File: config.mk
export PLATFORM = sky130hd
export DESIGN_NAME = tile_game_sequencer
export DESIGN_NICKNAME = d
export VERILOG_FILES = /design/src/rtl/tile_game_sequencer.sv
export SDC_FILE = /design/constraint.sdc
export NUM_CORES = 1
export LEC_CHECK = 0
export ABC_AREA = 0
export CAP_MARGIN = 20
export CORE_ASPECT_RATIO = 0.5
export CORE_MARGIN = 2
export CORE_UTILIZATION = 45
export CTS_BUF_LIST = sky130_fd_sc_hd__clkbuf_8
export CTS_CLUSTER_DIAMETER = 80
export CTS_CLUSTER_SIZE = 10
export DETAILED_ROUTE_END_ITERATION = 12
export PLACE_DENSITY = 0.69
export RECOVER_POWER = 25
export SYNTH_ARGS = -nofsm -noshare
export SYNTH_HDL_FRONTEND = slang
export SYNTH_SLANG_ARGS = --single-unit
File: constraint.sdc
create_clock -name pixel_clk -period 2.7 [get_ports pixel_clk]
set_input_delay 0.675 -clock pixel_clk [delete_from_list [all_inputs] [get_ports pixel_clk]]
set_output_delay 0.675 -clock pixel_clk [all_outputs]
set_load 0.1 [all_outputs]
File: src/rtl/tile_game_sequencer.sv
// Game-flow controller for the five-lane falling-tile display.
// Synchronises vsync, judges key presses, sequences IDLE/PLAY/OVER.
module tile_game_sequencer #(
    parameter int ROWS_PER_LEVEL = 5,
    parameter int MAX_LEVEL      = 6,
    parameter int SCORE_W        = 14
) (
    input  logic               pixel_clk,
    input  logic               Reset,
    input  logic               vs,
    input  logic [7:0]         keycode,
    input  logic               row_advance,
    input  logic [2:0]         target_lane,
    output logic               frame_tick,
    output logic [3:0]         scroll_step,
    output logic [1:0]         state,
    output logic [2:0]         level,
    output logic [SCORE_W-1:0] score,
    output logic               hit_valid,
    output logic [2:0]         hit_lane,
    output logic               game_over
);

    localparam int RW = $clog2(ROWS_PER_LEVEL + 1);
    localparam logic [RW-1:0] ROWS_MAX = RW'(ROWS_PER_LEVEL);
    localparam logic [2:0] LVL_MAX = 3'(MAX_LEVEL);
    localparam logic [2:0] NO_TILE = 3'd7;

    typedef enum logic [1:0] {
        IDLE = 2'd0,
        PLAY = 2'd1,
        OVER = 2'd2
    } state_t;

    state_t st_q, st_n;

    logic vs_s1, vs_s2, edge_q;
    logic [7:0] key_q;
    logic armed, armed_n;
    logic [RW-1:0] rows_cnt, rows_n;
    logic [2:0] level_n, hit_lane_n, lane;
    logic [SCORE_W-1:0] score_n;
    logic hit_valid_n, mapped, press;
    logic [3:0] target_step;

    always_comb begin
        mapped = 1'b1;
        lane   = 3'd0;
        case (keycode)
            8'h07:   lane = 3'd0;
            8'h09:   lane = 3'd1;
            8'h2C:   lane = 3'd2;
            8'h0D:   lane = 3'd3;
            8'h0E:   lane = 3'd4;
            default: mapped = 1'b0;
        endcase
    end

    assign press = (keycode != 8'h00) && (keycode != key_q);

    always_ff @(posedge pixel_clk or posedge Reset) begin
        if (Reset) begin
            vs_s1       <= 1'b0;
            vs_s2       <= 1'b0;
            edge_q      <= 1'b0;
            frame_tick  <= 1'b0;
            key_q       <= 8'h00;
            st_q        <= IDLE;
            score       <= '0;
            level       <= 3'd0;
            rows_cnt    <= '0;
            armed       <= 1'b1;
            hit_valid   <= 1'b0;
            hit_lane    <= 3'd0;
            scroll_step <= 4'd0;
        end else begin
            vs_s1      <= vs;
            vs_s2      <= vs_s1;
            edge_q     <= vs_s2;
            frame_tick <= vs_s2 & ~edge_q;
            key_q      <= keycode;
            st_q       <= st_n;
            score      <= score_n;
            level      <= level_n;
            rows_cnt   <= rows_n;
            armed      <= armed_n;
            hit_valid  <= hit_valid_n;
            hit_lane   <= hit_lane_n;
            if (frame_tick)
                scroll_step <= target_step;
        end
    end

    always_comb begin
        st_n        = st_q;
        score_n     = score;
        level_n     = level;
        rows_n      = rows_cnt;
        armed_n     = armed;
        hit_valid_n = 1'b0;
        hit_lane_n  = hit_lane;
        target_step = 4'd0;
        unique case (st_q)
            IDLE: begin
                if (press && mapped) begin
                    st_n    = PLAY;
                    score_n = '0;
                    level_n = 3'd0;
                    rows_n  = '0;
                    armed_n = 1'b1;
                end
            end
            PLAY: begin
                case (level)
                    3'd0:    target_step = 4'd1;
                    3'd1:    target_step = 4'd2;
                    3'd2:    target_step = 4'd4;
                    3'd3:    target_step = 4'd6;
                    3'd4:    target_step = 4'd8;
                    3'd5:    target_step = 4'd10;
                    default: target_step = 4'd12;
                endcase
                // Press is judged before row_advance sees the armed flag
                if (press && mapped && armed) begin
                    if (lane == target_lane) begin
                        if (score != '1)
                            score_n = score + SCORE_W'(1);
                        hit_lane_n  = lane;
                        hit_valid_n = 1'b1;
                        armed_n     = 1'b0;
                    end else begin
                        st_n = OVER;
                    end
                end
                if (row_advance && st_n == PLAY) begin
                    if (armed_n && target_lane != NO_TILE) begin
                        st_n = OVER;
                    end else begin
                        armed_n = 1'b1;
                        if (rows_cnt + RW'(1) == ROWS_MAX) begin
                            rows_n = '0;
                            if (level != LVL_MAX)
                                level_n = level + 3'd1;
                        end else begin
                            rows_n = rows_cnt + RW'(1);
                        end
                    end
                end
            end
            OVER: begin
                if (press && keycode == 8'h2C)
                    st_n = IDLE;
            end
            default: st_n = IDLE;
        endcase
    end

    assign state     = st_q;
    assign game_over = (st_q == OVER);

endmodule

==> results.md <==
Run
- 0 — # Max-Cap Violations

Global routing
- 2004 — via count of the first global-routing pass
- 0 — initial antenna violation count
- 19.8% — global router's overall resource usage
- 9280 um — wire length of the first global-routing pass
- 44 — maximum number of pins on one net before global-route repair
- 0 — overflow left after global routing

Place
- 4010 um — DP Wirelength
- 43 — Port-buffer cells
- 0.879 — weighted congestion at the end of routability-driven global placement

Detailed routing
- 0 — # DRC
- 0 — number of nets with antenna violations after detailed routing
- 5480 um — wirelength, routed
- 5.25 — routed via count divided by cell count
- 2033 — total number of vias
- 14.2 um — WL/cell
- 118 — number of design-rule violations left by the first detailed-router iteration
- 4 — number of detailed-routing iterations run before antenna repair

Synth
- sky130_fd_sc_hd__dfrtp_1 — post-synthesis cell type with the largest combined area
- sky130_fd_sc_hd__dfrtp_1, sky130_fd_sc_hd__nand2_1 — top cell types by occurrence after synthesis
- sky130_fd_sc_hd__dfrtp_1 — flip-flop cell with the highest count after synthesis
- 45.0% — sequential share of the synthesized area
- 2390 um2 — area of the mapped netlist
- 0 — number of warning messages in the yosys log
- sky130_fd_sc_hd__dfrtp_1 — most instantiated library cell after synthesis
- 236 — post-synthesis instance total
- 0 — count of flip-flops with a built-in enable after synthesis
- 10.1 um2 — mean post-synth cell area
- 43 — number of storage elements in the synthesis netlist
- 59 — count of cell types in the netlist
- 43.9% — proportion of netlist area held by the largest area contributor
- 100% — ys async rst share
- 259 — syn_nets
- sky130_fd_sc_hd__dfrtp_1, sky130_fd_sc_hd__ha_1, sky130_fd_sc_hd__xnor2_1 — top cells by area, synth

Clock network
- sky130_fd_sc_hd__clkbuf_8 — CTS root buffer
- 0.30 ns — clock latency of the later-clocked register in the worst-skew pair
- 0.09 ns — clock slew at reported path FFs
- 43 — clock sinks
- 2 — buffer levels on the longest clock path
- built — TritonCTS clock tree
- 5 — CTS buffer count
- 2 — H-tree level count

Setup path
- in -> reg — category of the most critical setup path
- simple AND/OR/NAND/NOR gates — Worst path top cell family by delay
- input port — element type at the critical path start
- 0.35 ns — worst stage delay on the critical path
- 3 — WP buf/inv
- 5 — critical path fanouts, max
- 2.73 ns — data arrival time of the critical path
- flip-flop — type of element capturing the critical path
- dlygate4sd2_1 -> and4bb_2 -> a41oi_4 -> buf_4 -> nand3_1 -> nand3_1 -> a211oi_2 -> buf_4 -> nor4_4 -> mux2_1 — Critical Path, Cell by Cell
- 0.50 ns — worst-case register-to-register setup slack
- 10 — number of cells on the worst reg-to-reg path
- level[2] — Reg2Reg Capture Point
- key_q[7] — worst reg2reg startpoint
- sky130_fd_sc_hd__mux2_1 — standard cell with the maximum stage delay on the critical path
- 10 — number of gates on the worst path with buffers counted
- 2.89 ns — CP Data Required Time

Worst hold path
- 0 — worst hold stages
- reg -> reg — type of the most critical hold path
- vs_s2 — worst min-delay path endpoint
- vs_s1 — startpoint of the lowest-slack hold path

Floorplan
- 5020 um2 — Core ar.
- 55.6 um — die boundary height
- 107 um — overall die width
- 5950 um2 — Die ar.
- 44 — count of boundary I/O pins
- 18 — standard-cell rows
- 47.7% — Initial Utilization

STA
- false — unrepaired setup endpoints after global routing
- 0 — Final Setup Violations
- 0.00374 ns — setup skew after layout
- 2.54 ns — crit path time final
- 0 — max-slew violation count
- 94.1% — final critical-path share of the clock period
- 0 — final hold vios
- 1.06 ns — Slew @ Worst Pin
- 0 ns — Sum Neg Setup Slack
- 29.1% — Slew headroom
- 394 MHz — Highest Clock Rate

Pwr
- 0.00143 uW — Leak Pwr
- 0.494 mV — worst voltage drop across the vdd grid
- 1850 uW — Tot Pwr
- 579 nW/um2 — Power Density

Layout
- 339 — Final Net Count
- 0 — number of inserted diodes
- 431 — fill cell total of the finished layout
- 31.2% — fraction of final layout cells sized beyond drive strength 1
- 33.7% — relative area change from synthesis to final layout

Outcome
- finished clean — result of the run

report_power, final:
part | internal (uW) | switching [uW] | leakage [uW]
Combinational | 213 | 462 | 0.000836
Clock | 177 | 240 | 0.0000453
Sequential | 699 | 61.3 | 0.000549
stage by stage:
stage          hold slack, ns  setup slack (ns)  util (%)  area, um2  std cells
5_1_grt                 0.378            0.0347      63.7       3200        387
3_3_place_gp            0.335            -0.321      61.1       3070        376
4_1_cts                 0.358            0.0258      63.4       3180        386
2_1_floorplan           0.331          -0.00647         -       2400        236
6_report                0.356             0.159      63.7       3200        387
3_5_place_dp            0.337            -0.397      61.1       3070        376
sequential cells by signal, summed over array words and instances (netlist names):
| signal | flops |
|---|---|
| hit_valid | 1 |
| edge_q | 1 |
| key_q | 8 |
| armed | 1 |
| frame_tick | 1 |
| scroll_step | 4 |
| vs_s1 | 1 |
| vs_s2 | 1 |
| hit_lane | 3 |
| rows_cnt | 3 |
| state | 2 |
| level | 3 |
| score | 14 |
kinds of logic (layout without fill, tap and decap cells):
| kind of cell | Yosys count | count (layout) | share of synthesized area, % |
|---|---|---|---|
| mux | 7 | 7 | 3.08 |
| simple gates | 86 | 86 | 21.1 |
| buf+inv | 23 | 104 | 4.13 |
| compound gates | 57 | 57 | 18.1 |
| fa+ha+maj | 8 | 8 | 4.18 |
| xor+xnor | 12 | 12 | 4.39 |
| flops | 43 | 43 | 45.0 |
worst reg2reg max path, stage by stage (launching register included):
cell and delay, ns:
sky130_fd_sc_hd__dfrtp_1 0.40, sky130_fd_sc_hd__xnor2_2 0.15, sky130_fd_sc_hd__nand4_1 0.11, sky130_fd_sc_hd__o21ai_2 0.07, sky130_fd_sc_hd__buf_4 0.15, sky130_fd_sc_hd__buf_12 0.12
sky130_fd_sc_hd__a21oi_4 0.17, sky130_fd_sc_hd__a211oi_2 0.10, sky130_fd_sc_hd__buf_4 0.16, sky130_fd_sc_hd__nor4_4 0.32, sky130_fd_sc_hd__mux2_1 0.35
routing by layer:
layer	GRT usage (%)	share of wire, %
met5	0	0
met4	7.61	1.8
met3	4.57	5.8
met2	30.5	46
met1	27.2	46
cell type report:
cell class              count  area (um2)  share of cell area [%]
clock buffers               5        68.8                    2.15
clock inverters             3        16.3                   0.508
inverters                  15        56.3                    1.76
multi-input cells         170        1270                    39.6
flip-flops and latches     43        1080                    33.9
well taps                  70        87.6                    2.74
repair buffers             81         619                    19.4
placed cells by master, fill, tap and decap left out, types with 3 or more instances in the layout:
cell type                         count
sky130_fd_sc_hd__ha_1                 8
sky130_fd_sc_hd__and3_1               6
sky130_fd_sc_hd__or3_1               13
sky130_fd_sc_hd__mux2i_1              4
sky130_fd_sc_hd__mux2_1               3
sky130_fd_sc_hd__nand4_1              3
sky130_fd_sc_hd__o21ai_0              4
sky130_fd_sc_hd__a21oi_1             13
sky130_fd_sc_hd__o21ai_1             12
sky130_fd_sc_hd__clkdlybuf4s50_1      4
sky130_fd_sc_hd__dfrtp_1             37
sky130_fd_sc_hd__nor2_1              10
sky130_fd_sc_hd__clkbuf_1             8
sky130_fd_sc_hd__clkbuf_8             5
sky130_fd_sc_hd__buf_4               61
sky130_fd_sc_hd__nand3_1             12
sky130_fd_sc_hd__dfrtp_2              5
sky130_fd_sc_hd__xnor2_1              7
sky130_fd_sc_hd__dlymetal6s2s_1       3
sky130_fd_sc_hd__inv_1               14
sky130_fd_sc_hd__nor3_1               5
sky130_fd_sc_hd__xnor2_2              3
sky130_fd_sc_hd__nor2b_1              5
sky130_fd_sc_hd__nand2_1             15
sky130_fd_sc_hd__o31ai_1              3
what timing repair did:
item,in CTS,in global routing
pin swaps,2,7
hold endpoints to repair,0,0
buffers inserted,2,1
hold buffers,0,0
resized for setup,7,18
setup endpoints to repair,14,17
worst max-delay path by stage:
stage / from / endpoint
final: keycode[5] / level[2]
after global routing: keycode[5] / level[1]
after CTS: keycode[6] / level[2]
after detailed placement: keycode[1] / level[2]
after global placement: keycode[1] / level[0]
after floorplan: state[1] / game_over
(Power assumes the default switching activity.)
